### src/rtl/pipe_data_select_pkg.sv
// Shared datapath select defaults and mux-select encodings for the multicycle datapath.
// Holds widths, the return-address register number and the RegDst/ALUSrcB encodings.
package pipe_data_select_pkg;

  localparam int DATA_W_DEFAULT = 32;
  localparam int REG_ADDR_W     = 5;
  localparam logic [REG_ADDR_W-1:0] REG_ADDR_RA = 5'h1f;

  typedef enum logic [1:0] {
    REGDST_RA = 2'b00,
    REGDST_RT = 2'b01,
    REGDST_RD = 2'b10
  } regdst_e;

  typedef enum logic [1:0] {
    ALUSRCB_REG    = 2'b00,
    ALUSRCB_FOUR   = 2'b01,
    ALUSRCB_IMM    = 2'b10,
    ALUSRCB_IMM_SH = 2'b11
  } alusrcb_e;

  // True when a select value names an existing channel.
  function automatic logic sel_in_range(input int sel, input int num_in);
    return sel < num_in;
  endfunction

endpackage

### src/rtl/pipe_data_select_if.sv
// Handshake bundle of the registered selector: upstream offer, flush and downstream consume.
// master = datapath control side, slave = the selector.
interface pipe_data_select_if
  import pipe_data_select_pkg::*;
#(
  parameter int WIDTH  = DATA_W_DEFAULT,
  parameter int NUM_IN = 4,
  parameter int SEL_W  = 2
);

  logic [NUM_IN*WIDTH-1:0] in_data;
  logic [SEL_W-1:0]        in_sel;
  logic                    in_valid;
  logic                    in_ready;
  logic                    flush;
  logic [WIDTH-1:0]        out_data;
  logic [SEL_W-1:0]        out_sel;
  logic                    out_valid;
  logic                    out_ready;

  modport master (
    output in_data, in_sel, in_valid, flush, out_ready,
    input  in_ready, out_data, out_sel, out_valid
  );

  modport slave (
    input  in_data, in_sel, in_valid, flush, out_ready,
    output in_ready, out_data, out_sel, out_valid
  );

endinterface

### src/rtl/pipe_data_select_comb.sv
// Purely combinational NUM_IN-way selector; selects >= NUM_IN yield DEFAULT_VAL truncated to WIDTH.
// Zero latency, no handshake; usable directly as an unregistered datapath mux.
module data_select_comb
  import pipe_data_select_pkg::*;
#(
  parameter int          WIDTH       = DATA_W_DEFAULT,
  parameter int          NUM_IN      = 4,
  parameter int          SEL_W       = 2,
  parameter logic [31:0] DEFAULT_VAL = 32'h0000001f
) (
  input  logic [NUM_IN*WIDTH-1:0] in_data,
  input  logic [SEL_W-1:0]        sel,
  output logic [WIDTH-1:0]        out_data
);

  localparam logic [WIDTH-1:0] DEF_W = WIDTH'(DEFAULT_VAL);

  always_comb begin
    out_data = DEF_W;
    for (int k = 0; k < NUM_IN; k++) begin
      if (int'(sel) == k) out_data = in_data[k*WIDTH +: WIDTH];
    end
  end

endmodule

### src/rtl/pipe_data_select.sv
// Registered N-way selector with a one-entry valid/ready stage: 1-cycle latency, full throughput,
// in_ready = !out_valid || out_ready. Optional sticky sel_err under DATA_SELECT_RANGE_CHK_EN.
module pipe_data_select
  import pipe_data_select_pkg::*;
#(
  parameter int          WIDTH       = DATA_W_DEFAULT,
  parameter int          NUM_IN      = 4,
  parameter int          SEL_W       = 2,
  parameter logic [31:0] DEFAULT_VAL = 32'h0000001f
) (
  input  logic                clk,
  input  logic                rst_n,
  pipe_data_select_if.slave   bus
`ifdef DATA_SELECT_RANGE_CHK_EN
  ,
  output logic                sel_err
`endif
);

  logic [WIDTH-1:0] sel_val;
  logic [WIDTH-1:0] data_q;
  logic [SEL_W-1:0] sel_q;
  logic             valid_q;
  logic             accept;
  logic             consume;

  data_select_comb #(
    .WIDTH       (WIDTH),
    .NUM_IN      (NUM_IN),
    .SEL_W       (SEL_W),
    .DEFAULT_VAL (DEFAULT_VAL)
  ) u_select (
    .in_data  (bus.in_data),
    .sel      (bus.in_sel),
    .out_data (sel_val)
  );

  assign bus.in_ready  = !valid_q || bus.out_ready;
  assign bus.out_data  = data_q;
  assign bus.out_sel   = sel_q;
  assign bus.out_valid = valid_q;

  assign accept  = bus.in_valid && bus.in_ready;
  assign consume = valid_q && bus.out_ready;

  // Flush wins over a simultaneous accept; the offered value is dropped.
  always_ff @(posedge clk or negedge rst_n) begin
    if (!rst_n) begin
      data_q  <= '0;
      sel_q   <= '0;
      valid_q <= 1'b0;
    end else if (bus.flush) begin
      valid_q <= 1'b0;
    end else if (accept) begin
      data_q  <= sel_val;
      sel_q   <= bus.in_sel;
      valid_q <= 1'b1;
    end else if (consume) begin
      valid_q <= 1'b0;
    end
  end

`ifdef DATA_SELECT_RANGE_CHK_EN
  always_ff @(posedge clk or negedge rst_n) begin
    if (!rst_n) begin
      sel_err <= 1'b0;
    end else if (accept && !sel_in_range(int'(bus.in_sel), NUM_IN)) begin
      sel_err <= 1'b1;
    end
  end
`endif

endmodule

### src/flat_wrapper.sv
// flat-port wrapper written by rule: the top's interface ports become plain ports
module pipe_data_select_flat import pipe_data_select_pkg::*;
#(
  parameter int          WIDTH       = DATA_W_DEFAULT,
  parameter int          NUM_IN      = 4,
  parameter int          SEL_W       = 2,
  parameter logic [31:0] DEFAULT_VAL = 32'h0000001f
)
  (clk, rst_n, bus_in_data, bus_in_sel, bus_in_valid, bus_flush, bus_out_ready, bus_in_ready, bus_out_data, bus_out_sel, bus_out_valid);
  pipe_data_select_if #(.WIDTH(WIDTH), .NUM_IN(NUM_IN), .SEL_W(SEL_W)) bus_i ();
  input  logic clk;
  input  logic rst_n;
  input wire logic [$bits(bus_i.in_data)-1:0] bus_in_data;
  input wire logic [$bits(bus_i.in_sel)-1:0] bus_in_sel;
  input wire logic [$bits(bus_i.in_valid)-1:0] bus_in_valid;
  input wire logic [$bits(bus_i.flush)-1:0] bus_flush;
  input wire logic [$bits(bus_i.out_ready)-1:0] bus_out_ready;
  output wire logic [$bits(bus_i.in_ready)-1:0] bus_in_ready;
  output wire logic [$bits(bus_i.out_data)-1:0] bus_out_data;
  output wire logic [$bits(bus_i.out_sel)-1:0] bus_out_sel;
  output wire logic [$bits(bus_i.out_valid)-1:0] bus_out_valid;
  assign bus_i.in_data = bus_in_data;
  assign bus_i.in_sel = bus_in_sel;
  assign bus_i.in_valid = bus_in_valid;
  assign bus_i.flush = bus_flush;
  assign bus_i.out_ready = bus_out_ready;
  assign bus_in_ready = bus_i.in_ready;
  assign bus_out_data = bus_i.out_data;
  assign bus_out_sel = bus_i.out_sel;
  assign bus_out_valid = bus_i.out_valid;
  pipe_data_select #(.WIDTH(WIDTH), .NUM_IN(NUM_IN), .SEL_W(SEL_W), .DEFAULT_VAL(DEFAULT_VAL)) u_core (.clk(clk), .rst_n(rst_n), .bus(bus_i));
endmodule
### config.mk
export PLATFORM = sky130hd
export DESIGN_NAME = pipe_data_select_flat
export DESIGN_NICKNAME = d
export VERILOG_FILES = /design/src/rtl/pipe_data_select_pkg.sv /design/src/rtl/pipe_data_select_if.sv /design/src/rtl/pipe_data_select_comb.sv /design/src/rtl/pipe_data_select.sv /design/src/flat_wrapper.sv
export SDC_FILE = /design/constraint.sdc
export NUM_CORES = 1
export LEC_CHECK = 0
export CAP_MARGIN = 20
export CORE_ASPECT_RATIO = 2
export CORE_UTILIZATION = 31
export DETAILED_ROUTE_END_ITERATION = 10
export PLACE_DENSITY = 0.76
export SETUP_SLACK_MARGIN = 0.2
export SLEW_MARGIN = 40
export SYNTH_ARGS = -nofsm -noshare
export SYNTH_HDL_FRONTEND = slang
export SYNTH_SLANG_ARGS = --single-unit
### constraint.sdc
create_clock -name clk -period 1.7 [get_ports clk]
set_clock_uncertainty 0.15 [all_clocks]
set_input_delay 0.17 -clock clk [delete_from_list [all_inputs] [get_ports clk]]
set_output_delay 0.17 -clock clk [all_outputs]
set_load 0.1 [all_outputs]
==> results.py, run 1 <==
metrics = {
    "outcome": {
        "status": "complete, but fails checks",
        "failed_checks": "negative setup slack",
    },
    "die": {
        "ios": 171,
        "initial_core_util_pct": 32.29,
        "die-area_sq_um": 7652,
        "core_sq_um": 6994,
        "die_y_um": 122.7,
        "fp.dieW_um": 62.36,
        "fp-row-count": 43,
    },
    "global_route": {
        "grt_overflow_total": 0,
        "grt_first_pass_wirelength_um": 10830,
        "grt_max_degree": 22,
        "grt_pass1_vias": 2164,
        "grtUsageTotal_pct": 19.67,
        "antenna_found_initial": 0,
    },
    "route": {
        "wl_per_cell_um": 18.97,
        "drc": 0,
        "ant_nets": 0,
        "dr_total_vias": 1885,
        "dr.pass1.iters": 4,
        "vias_per_cell": 4.846,
        "drt-initial-drc-count": 54,
        "wl_um": 7380,
    },
    "logic_synthesis": {
        "syn_nets": 252,
        "syn_inst": 117,
        "synth_area_sq_um": 2258,
        "ys.flop_type": "dfrtp_1",
        "ys_seq_elements": 35,
        "synthTopCellsByCount": "dfrtp_1, mux2_4, mux4_2",
        "ys_seq_area_share_pct": 38.78,
        "yosys_warnings": 0,
        "synthMostInstantiatedCell": "dfrtp_1",
        "synth-async-reset-ratio_pct": 100.0,
        "synth_area_leader_cell": "dfrtp_1",
        "ys_top_cells_by_area": "dfrtp_1, mux4_2, mux2_4",
        "syn_avg_cell_area_sq_um": 19.30,
        "netlist.area_leader.share_pct": 38.78,
        "yosysUniqueCellTypes": 14,
        "synth_enable_flop_cells": 0,
    },
    "sta": {
        "tns_ns": -0.2324,
        "finalWorstSetupSlack_ns": -0.03478,
        "fin_crit_sh_pct": 102.0,
        "period_minus_slack_ns": 1.735,
        "timing.fmax_ghz": 0.5764,
        "hold_viol": 0,
        "setup_viol": 13,
        "worst_slew_pin_slew_ns": 0.4843,
        "rsz0062_at_grt": "true",
        "slew_headroom_pct": 67.71,
        "drv_slew": 0,
    },
    "worst_setup_path": {
        "worst_setup_path_end_kind": "flop",
        "cp_cell_sequence": "nor2b_4, nor3b_4, buf_6, buf_12, mux2_2",
        "critPathLaunchType": "flop",
        "max_stage_delay_ns": 0.46,
        "worst_path_max_delay_cell": "dfrtp_4",
        "cp_max_fo": 9,
        "rr_worst_depth": 5,
        "critical_path_class": "reg -> reg",
        "required_ns": 1.72,
        "cp.arrival_ns": 1.75,
    },
    "finish": {
        "finalNetCount": 433,
        "diodes": 0,
        "drive_gt1_share_pct": 42.47,
        "syn2layout_area_growth_pct": 109.8,
    },
    "cts": {
        "cts_buffer_depth": 2,
        "cts.clk_slew.worst_paths_ns": 0.05,
        "cts_tree": "built",
        "cts-buffers-inserted": 5,
        "root_buffer": "clkbuf_16",
        "cts_sinks": 35,
        "htreeDepth": 2,
        "clock_latency_ns": 0.28,
    },
    "place": {
        "routabilityCongestion": 0.7286,
        "port_buffers": 170,
        "dp_hpwl_um": 5931,
    },
    "power_and_ir_drop": {
        "p_per_area_nw_per_um2": 1115,
        "total_leakage_power_nw": 1.949,
        "vdd_ir_drop_max_v": 0.0005448,
        "p_total_mw": 5.281,
    },
    "flow_run": {
        "max_cap_violations": 0,
    },
    "min_path": {
        "min_path_type": "in -> async",
    },
}
-- metrics by stage --
| step | hold slack [ns] | std cells | area (sq um) | worst slack (ns) | util, % |
|---|---|---|---|---|---|
| floorplan | -0.2756 | 117 | 2277 | -0.2482 | - |
| global placement | 0.003066 | 375 | 4449 | -0.1903 | 63.61 |
| detailed placement | 0.01080 | 375 | 4449 | -0.2159 | 63.61 |
| CTS | 0.2523 | 388 | 4713 | -0.01701 | 67.39 |
| global route | 0.2726 | 389 | 4738 | -0.08287 | 67.75 |
| finish | 0.2433 | 389 | 4738 | -0.03478 | 67.75 |
-- cell usage in the layout, fill, tap and decap left out --
master / n
nor3b_4: 1
clkinv_2: 1
buf_4: 4
bufinv_16: 1
clkbuf_8: 1
inv_4: 1
dlygate4sd3_1: 1
buf_12: 41
dfrtp_4: 1
mux2_2: 3
mux4_2: 29
nor2b_4: 1
clkbuf_16: 6
buf_2: 2
buf_6: 2
nor2_1: 2
mux4_1: 3
buf_16: 2
mux2_4: 31
clkdlybuf4s50_1: 132
dfrtp_1: 34
-- timing repair --
action                                  in CTS  in global routing
gates resized for setup                      6                  0
buffers inserted                             2                  0
pin swaps                                    1                  0
hold buffers                                 1                  0
gates cloned                                 2                  1
endpoints found under the hold margin       20                  0
endpoints found under the setup margin      35                 35
-- area by class of cell --
class                           count  area (sq um)
Timing Repair Buffer              185          2295
Fill cell                         508          2256
Multi-Input combinational cell     70          1271
Sequential cell                    35         879.6
Clock buffer                        6         138.9
Tap cell                           90         112.6
Clock inverter                      2         35.03
Inverter                            1         6.256
-- per-layer routing --
layer	share of wire [%]	GRT usage (%)	routed length, um
met5	0	0	0
met4	3.7	13.08	276
met1	31	17.84	2263
met3	8.4	6.599	621
met2	57	36.47	4219
-- cell families (layout without fill, tap and decap cells) --
group | after synthesis | after routing | share of synthesized area, %
buffers and inverters | 12 | 194 | 5.595
flip-flops | 35 | 35 | 38.78
multiplexers | 66 | 66 | 54.18
AND/OR/NAND/NOR | 4 | 4 | 1.441
-- registers in the layout (all words and copies together) (netlist names) --
register,cells
u_core.bus.out_valid,1
u_core.bus.out_data,32
u_core.bus.out_sel,2
-- where the power goes --
group	internal (mW)	total [mW]	switching, mW
clock	0.728	1.06	0.334
sequential	1.01	1.22	0.207
combinational	1.35	3.00	1.65
total	3.09	5.28	2.19
-- worst paths after layout --
check / startpoint / to / slack (ns)
max reg2reg: u_core.bus.out_valid / u_core.bus.out_data[16] / -0.03
min in group clk: bus_in_sel[0] / u_core.bus.out_sel[0] / 0.27
min reg2reg: u_core.bus.out_data[7] / u_core.bus.out_data[7] / 0.42
max in group asynchronous: rst_n / u_core.bus.out_data[13] / 0.55
max: u_core.bus.out_valid / u_core.bus.out_data[16] / -0.03
min: rst_n / u_core.bus.out_valid / 0.24
-- critical path, delay by kind of cell, from the launching register on --
family | cells | cell delay, ns
mux | 1 | 0.34
buf+inv | 2 | 0.35
simple gates | 2 | 0.31
flops | 1 | 0.46
Power figures use the tool's default switching activity.
==> run 2, diff against run 1 <==
--- a/config.mk
+++ b/config.mk
@@ -5,11 +5,12 @@
 export SDC_FILE = /design/constraint.sdc
 export NUM_CORES = 1
 export LEC_CHECK = 0
+export ABC_AREA = 1
 export CAP_MARGIN = 20
 export CORE_ASPECT_RATIO = 2
 export CORE_UTILIZATION = 31
 export DETAILED_ROUTE_END_ITERATION = 10
-export PLACE_DENSITY = 0.76
+export PLACE_DENSITY = 0.75
 export SETUP_SLACK_MARGIN = 0.2
 export SLEW_MARGIN = 40
 export SYNTH_ARGS = -nofsm -noshare
==> results.py, run 2 <==
metrics = {
    "logic_synthesis": {
        "yosys_warnings": 0,
        "ys_seq_area_share_pct": 37.51,
        "syn_avg_cell_area_sq_um": 6.177,
        "syn_inst": 378,
        "synth-simple-area-share_pct": 48.02,
        "synth_top_family_by_area": "simple AND/OR/NAND/NOR gates",
        "synthMostInstantiatedCell": "nand2_1",
        "synth_enable_flop_cells": 0,
        "synth_area_sq_um": 2335,
        "netlist.area_leader.share_pct": 37.51,
        "syn_nets": 513,
        "synth.mux.area_fraction_pct": 0,
        "ys.flop_type": "dfrtp_1",
        "ys_top_cells_by_area": "dfrtp_1, nand2_1, nand3_1",
        "synth-async-reset-ratio_pct": 100.0,
        "synth_compound_area_share_pct": 6.431,
        "yosysUniqueCellTypes": 14,
        "synth_fa_ha_area_share_pct": 0,
        "synth_area_leader_cell": "dfrtp_1",
        "synth_xor_area_share_pct": 0,
        "ys_seq_elements": 35,
        "synthTopCellsByCount": "nand2_1, nor2_1, nand3_1",
    },
    "sta": {
        "slew_headroom_pct": 68.91,
        "timing.fmax_ghz": 0.7288,
        "worst_slew_pin_slew_ns": 0.4663,
        "period_minus_slack_ns": 1.372,
        "fin_crit_sh_pct": 80.71,
        "setup_viol": 0,
        "tns_ns": 0,
        "rsz0062_at_grt": "false",
        "drv_slew": 0,
        "hold_viol": 0,
    },
    "die": {
        "core_sq_um": 7267,
        "ios": 171,
        "die-area_sq_um": 7904,
        "initial_core_util_pct": 32.13,
        "fp.dieW_um": 63.37,
        "die_y_um": 124.7,
        "fp-row-count": 44,
    },
    "finish": {
        "largest_register_ff_count": 32,
        "fin_area_sq_um": 4715,
        "drive_gt1_share_pct": 11.93,
        "diodes": 0,
        "layout_common_cells": "nand2_1, clkdlybuf4s50_1, nor2_1",
        "n_fill_cell": 657,
        "layout_commonest_cell": "nand2_1",
        "syn2layout_area_growth_pct": 101.9,
        "finalNetCount": 680,
    },
    "cts": {
        "holdBufCountCts": 1,
        "cts.clk_slew.worst_paths_ns": 0.05,
        "cts-buffers-inserted": 5,
        "cts-resized-gates": 0,
        "clock_latency_ns": 0.28,
        "cts_tree": "built",
        "root_buffer": "clkbuf_16",
        "cts_buffer_depth": 2,
        "htreeDepth": 2,
        "postCtsSetupRepairBufs": 0,
        "cts_sinks": 35,
    },
    "worst_setup_path": {
        "worst_r2r_endpoint": "u_core.bus.out_data[31]",
        "cp_max_fo": 3,
        "required_ns": 1.38,
        "critical_path_class": "reg -> out",
        "regToRegSetupSlack_ns": 0.39,
        "critPathLaunchType": "flop",
        "worst_setup_path_end_kind": "primary output",
        "cp.arrival_ns": 1.05,
        "rr_startpoint": "u_core.bus.out_valid",
        "rr_worst_depth": 6,
    },
    "place": {
        "routabilityCongestion": 0.9049,
        "placed_area_sq_um": 4561,
        "dp_hpwl_um": 7031,
        "port_buffers": 170,
    },
    "flow_run": {
        "max_cap_violations": 0,
    },
    "route": {
        "drc": 0,
        "wl_um": 9109,
        "vias_per_cell": 4.848,
        "dr_total_vias": 3088,
        "ant_nets": 0,
        "dr.pass1.iters": 7,
        "drt-initial-drc-count": 239,
        "wl_per_cell_um": 14.30,
    },
    "power_and_ir_drop": {
        "vdd_ir_drop_max_v": 0.0005374,
        "p_per_area_nw_per_um2": 937.4,
        "total_leakage_power_nw": 2.237,
    },
    "min_path": {
        "holdPathEnd": "u_core.bus.out_data[15]",
        "holdPathStages": 5,
        "hp-start": "bus_in_sel[0]",
        "min_path_type": "in -> reg",
    },
    "global_route": {
        "grt_first_pass_wirelength_um": 14500,
        "grt_overflow_total": 0,
        "grtUsageTotal_pct": 23.64,
        "grt_pass1_vias": 3073,
        "grt_max_degree": 37,
        "antenna_found_initial": 0,
    },
    "outcome": {
        "status": "finished clean",
    },
}
## run 2: cell count changes after synthesis, moves of 10 or more
| cell | change |
|---|---|
| buf_4 | +10 |
| nand3_1 | +54 |
| mux2_4 | -29 |
| nand2_1 | +157 |
| mux4_2 | -29 |
| nor2_1 | +63 |
| o21ai_0 | +29 |
## run 2: worst max path at each step
| stage | startpoint | endpoint | slack [ns] | cells after the start |
|---|---|---|---|---|
| 2_1_floorplan | u_core.bus.out_valid | u_core.bus.out_data[0] | 0.14 | 6 |
| 3_3_place_gp | bus_in_sel[1] | u_core.bus.out_data[31] | 0.08 | 8 |
| 3_5_place_dp | bus_in_sel[1] | u_core.bus.out_data[20] | 0.05 | 7 |
| 4_1_cts | u_core.bus.out_valid | bus_in_ready | 0.32 | 2 |
| 5_1_grt | bus_in_sel[1] | u_core.bus.out_data[27] | 0.20 | 7 |
| 6_report | u_core.bus.out_valid | bus_in_ready | 0.33 | 2 |
## run 2: logic make-up after synthesis
logic type	after synthesis
AO/OA/AOI/OAI	30
buffers and inverters	35
flip-flops	35
AND/OR/NAND/NOR	278
## run 2: layer usage
metal  part of all wire, %  GRT usage, %
met4                   4.1         13.24
met3                   5.9         4.670
met5                     0             0
met1                    33         22.47
met2                    57         44.87
## run 2: area by class of cell
type	instances	area (sq um)	share of cell area [%]
repair buffers	186	2250	47.72
multi-input cells	308	1292	27.42
flip-flops and latches	35	879.6	18.66
clock buffers	6	138.9	2.946
well taps	92	115.1	2.442
inverters	9	33.78	0.7166
clock inverters	1	5.005	0.1062
## run 2: power by group
| part | internal (mW) | switching [mW] |
|---|---|---|
| combinational | 0.957 | 1.43 |
| sequential | 0.973 | 0.155 |
| clock | 0.571 | 0.330 |
| total | 2.50 | 1.92 |
## run 2: critical path, cell delays in order, from the launching register on
cell and delay (ns):
dfrtp_4 0.51, nand2_8 0.09, buf_12 0.17
## run 2: metrics by stage
step,hold slack (ns),power [mW],cells,utilization [%],setup WS (ns)
floorplan,-0.2756,2.407,378,-,0.1367
global placement,0.08918,3.511,629,62.76,0.08253
detailed placement,0.08892,3.534,629,62.76,0.04873
CTS,0.2284,4.457,637,64.88,0.3196
global route,0.2825,4.597,637,64.88,0.2032
finish,0.2308,4.419,637,64.88,0.3279
==> run 3, diff against run 2 <==
==> constraint.sdc (replaced) <==
create_clock -name clk -period 1.2 [get_ports clk]
set_clock_uncertainty 0.15 [all_clocks]
set_input_delay 0.12 -clock clk [delete_from_list [all_inputs] [get_ports clk]]
set_output_delay 0.12 -clock clk [all_outputs]
set_load 0.1 [all_outputs]
==> results.py, run 3 (synthesized netlist as in run 2, its figures left out) <==
metrics = {
    "route": {
        "drc": 0,
        "wl_um": 9797,
        "vias_per_cell": 4.812,
        "wl_per_cell_um": 15.21,
        "dr.pass1.iters": 4,
        "ant_nets": 0,
        "drt-initial-drc-count": 144,
        "dr_total_vias": 3099,
    },
    "sta": {
        "fin_crit_sh_pct": 114.9,
        "worst_slew_pin_slew_ns": 0.5260,
        "drv_slew": 0,
        "slew_headroom_pct": 64.85,
        "rsz0062_at_grt": "true",
        "tns_ns": -3.391,
        "timing.fmax_ghz": 0.7255,
        "hold_viol": 0,
        "period_minus_slack_ns": 1.378,
        "setup_viol": 36,
        "finalWorstSetupSlack_ns": -0.1783,
    },
    "finish": {
        "largest_register_ff_count": 32,
        "diodes": 0,
        "layout_commonest_cell": "nand2_1",
        "drive_gt1_share_pct": 19.20,
        "layout_common_cells": "nand2_1, clkdlybuf4s50_1, nor2_1",
        "finalNetCount": 686,
        "syn2layout_area_growth_pct": 107.7,
        "fin_area_sq_um": 4848,
    },
    "place": {
        "dp_hpwl_um": 7197,
        "port_buffers": 170,
        "routabilityCongestion": 0.9388,
        "placed_area_sq_um": 4606,
        "dp_slack_ns": -0.7207,
    },
    "cts": {
        "cts_sinks": 35,
        "cts.clk_slew.worst_paths_ns": 0.05,
        "cts-buffers-inserted": 5,
        "cts_buffer_depth": 2,
        "cts_tree": "built",
        "clock_latency_ns": 0.27,
        "htreeDepth": 2,
        "root_buffer": "clkbuf_16",
    },
    "worst_setup_path": {
        "critical_path_class": "reg -> out",
        "crit_family": "flip-flops",
        "crit_buf_inv": 2,
        "cp.arrival_ns": 1.11,
        "critPathLaunch": "u_core.bus.out_valid",
        "cp_max_fo": 2,
        "worst_setup_path_end_kind": "primary output",
        "max_stage_delay_ns": 0.50,
        "worst_path_max_delay_cell": "dfrtp_4",
        "required_ns": 0.93,
        "critPathLaunchType": "flop",
        "cp_cell_sequence": "nand2_8, buf_6, buf_12",
        "rr_startpoint": "u_core.bus.out_valid",
    },
    "global_route": {
        "grt_max_degree": 36,
        "grt_first_pass_wirelength_um": 15340,
        "antenna_found_initial": 0,
        "grt_pass1_vias": 3156,
        "grtUsageMet3_pct": 3.480,
        "met1_usage_pct": 25.40,
        "grt_overflow_total": 0,
        "grtUsageTotal_pct": 25.23,
        "met2_usage_pct": 47.25,
        "grt.busiest_layer": "met2",
    },
    "die": {
        "die_y_um": 124.7,
        "initial_core_util_pct": 32.13,
        "fp.dieW_um": 63.37,
        "die-area_sq_um": 7904,
        "fp-row-count": 44,
        "ios": 171,
        "core_sq_um": 7267,
    },
    "power_and_ir_drop": {
        "total_leakage_power_nw": 2.242,
        "vdd_ir_drop_max_v": 0.0008657,
        "p_per_area_nw_per_um2": 1323,
    },
    "flow_run": {
        "max_cap_violations": 0,
    },
    "outcome": {
        "failed_checks": "negative setup slack",
        "status": "complete, but fails checks",
    },
    "min_path": {
        "min_path_type": "in -> async",
    },
}
[run 3: metrics by stage]
step	hold slack, ns	total power [mW]	utilization [%]	instances
after detailed placement	-0.04683	5.060	63.38	631
final	0.1891	6.417	66.72	644
after CTS	0.2032	6.460	66.37	643
after global placement	-0.05510	5.028	63.38	631
after floorplan	-0.3256	3.452	-	378
after global routing	0.2111	6.666	66.72	644
[run 3: per-layer routing]
metal	share of wire, %	vias up
li1	-	1538
met1	34	1383
met2	56	144
met3	5.4	34
met4	4.7	0
met5	0	-
[run 3: worst min-delay path: stages]
cell and delay (ns):
dlygate4sd3_1 0.52, buf_2 0.12, buf_12 0.21
[run 3: where the power goes]
| part | leakage, nW | switching [mW] | internal [mW] |
|---|---|---|---|
| logic | 1.77 | 2.05 | 1.39 |
| registers | 0.394 | 0.223 | 1.42 |
| clock network | 0.0772 | 0.450 | 0.883 |
[run 3: cell type report]
type | count | area, sq um
fill | 616 | 2419
tap | 92 | 115.1
inverter | 9 | 33.78
clock buffer | 8 | 156.4
multi-input combinational | 309 | 1304
timing repair buffer | 191 | 2317
sequential | 35 | 922.1
[run 3: worst paths after layout]
check	end	slack (ns)	cells after the start
worst max-delay path	bus_in_ready	-0.18	3
worst min-delay path	u_core.bus.out_data[30]	0.19	3
worst max register to register	u_core.bus.out_data[13]	-0.12	6
worst min register to register	u_core.bus.out_data[15]	0.36	2
max in group asynchronous	u_core.bus.out_valid	0.50	3
min in group clk	u_core.bus.out_valid	0.26	3
[run 3: what timing repair did]
item / CTS / global route
setup buffers: 1 / 0
gates resized for setup: 7 / 0
pin swaps: 1 / 0
cloned: 2 / 1
hold endpoints to repair: 35 / 0
setup endpoints to repair: 71 / 71
hold buffers: 1 / 0
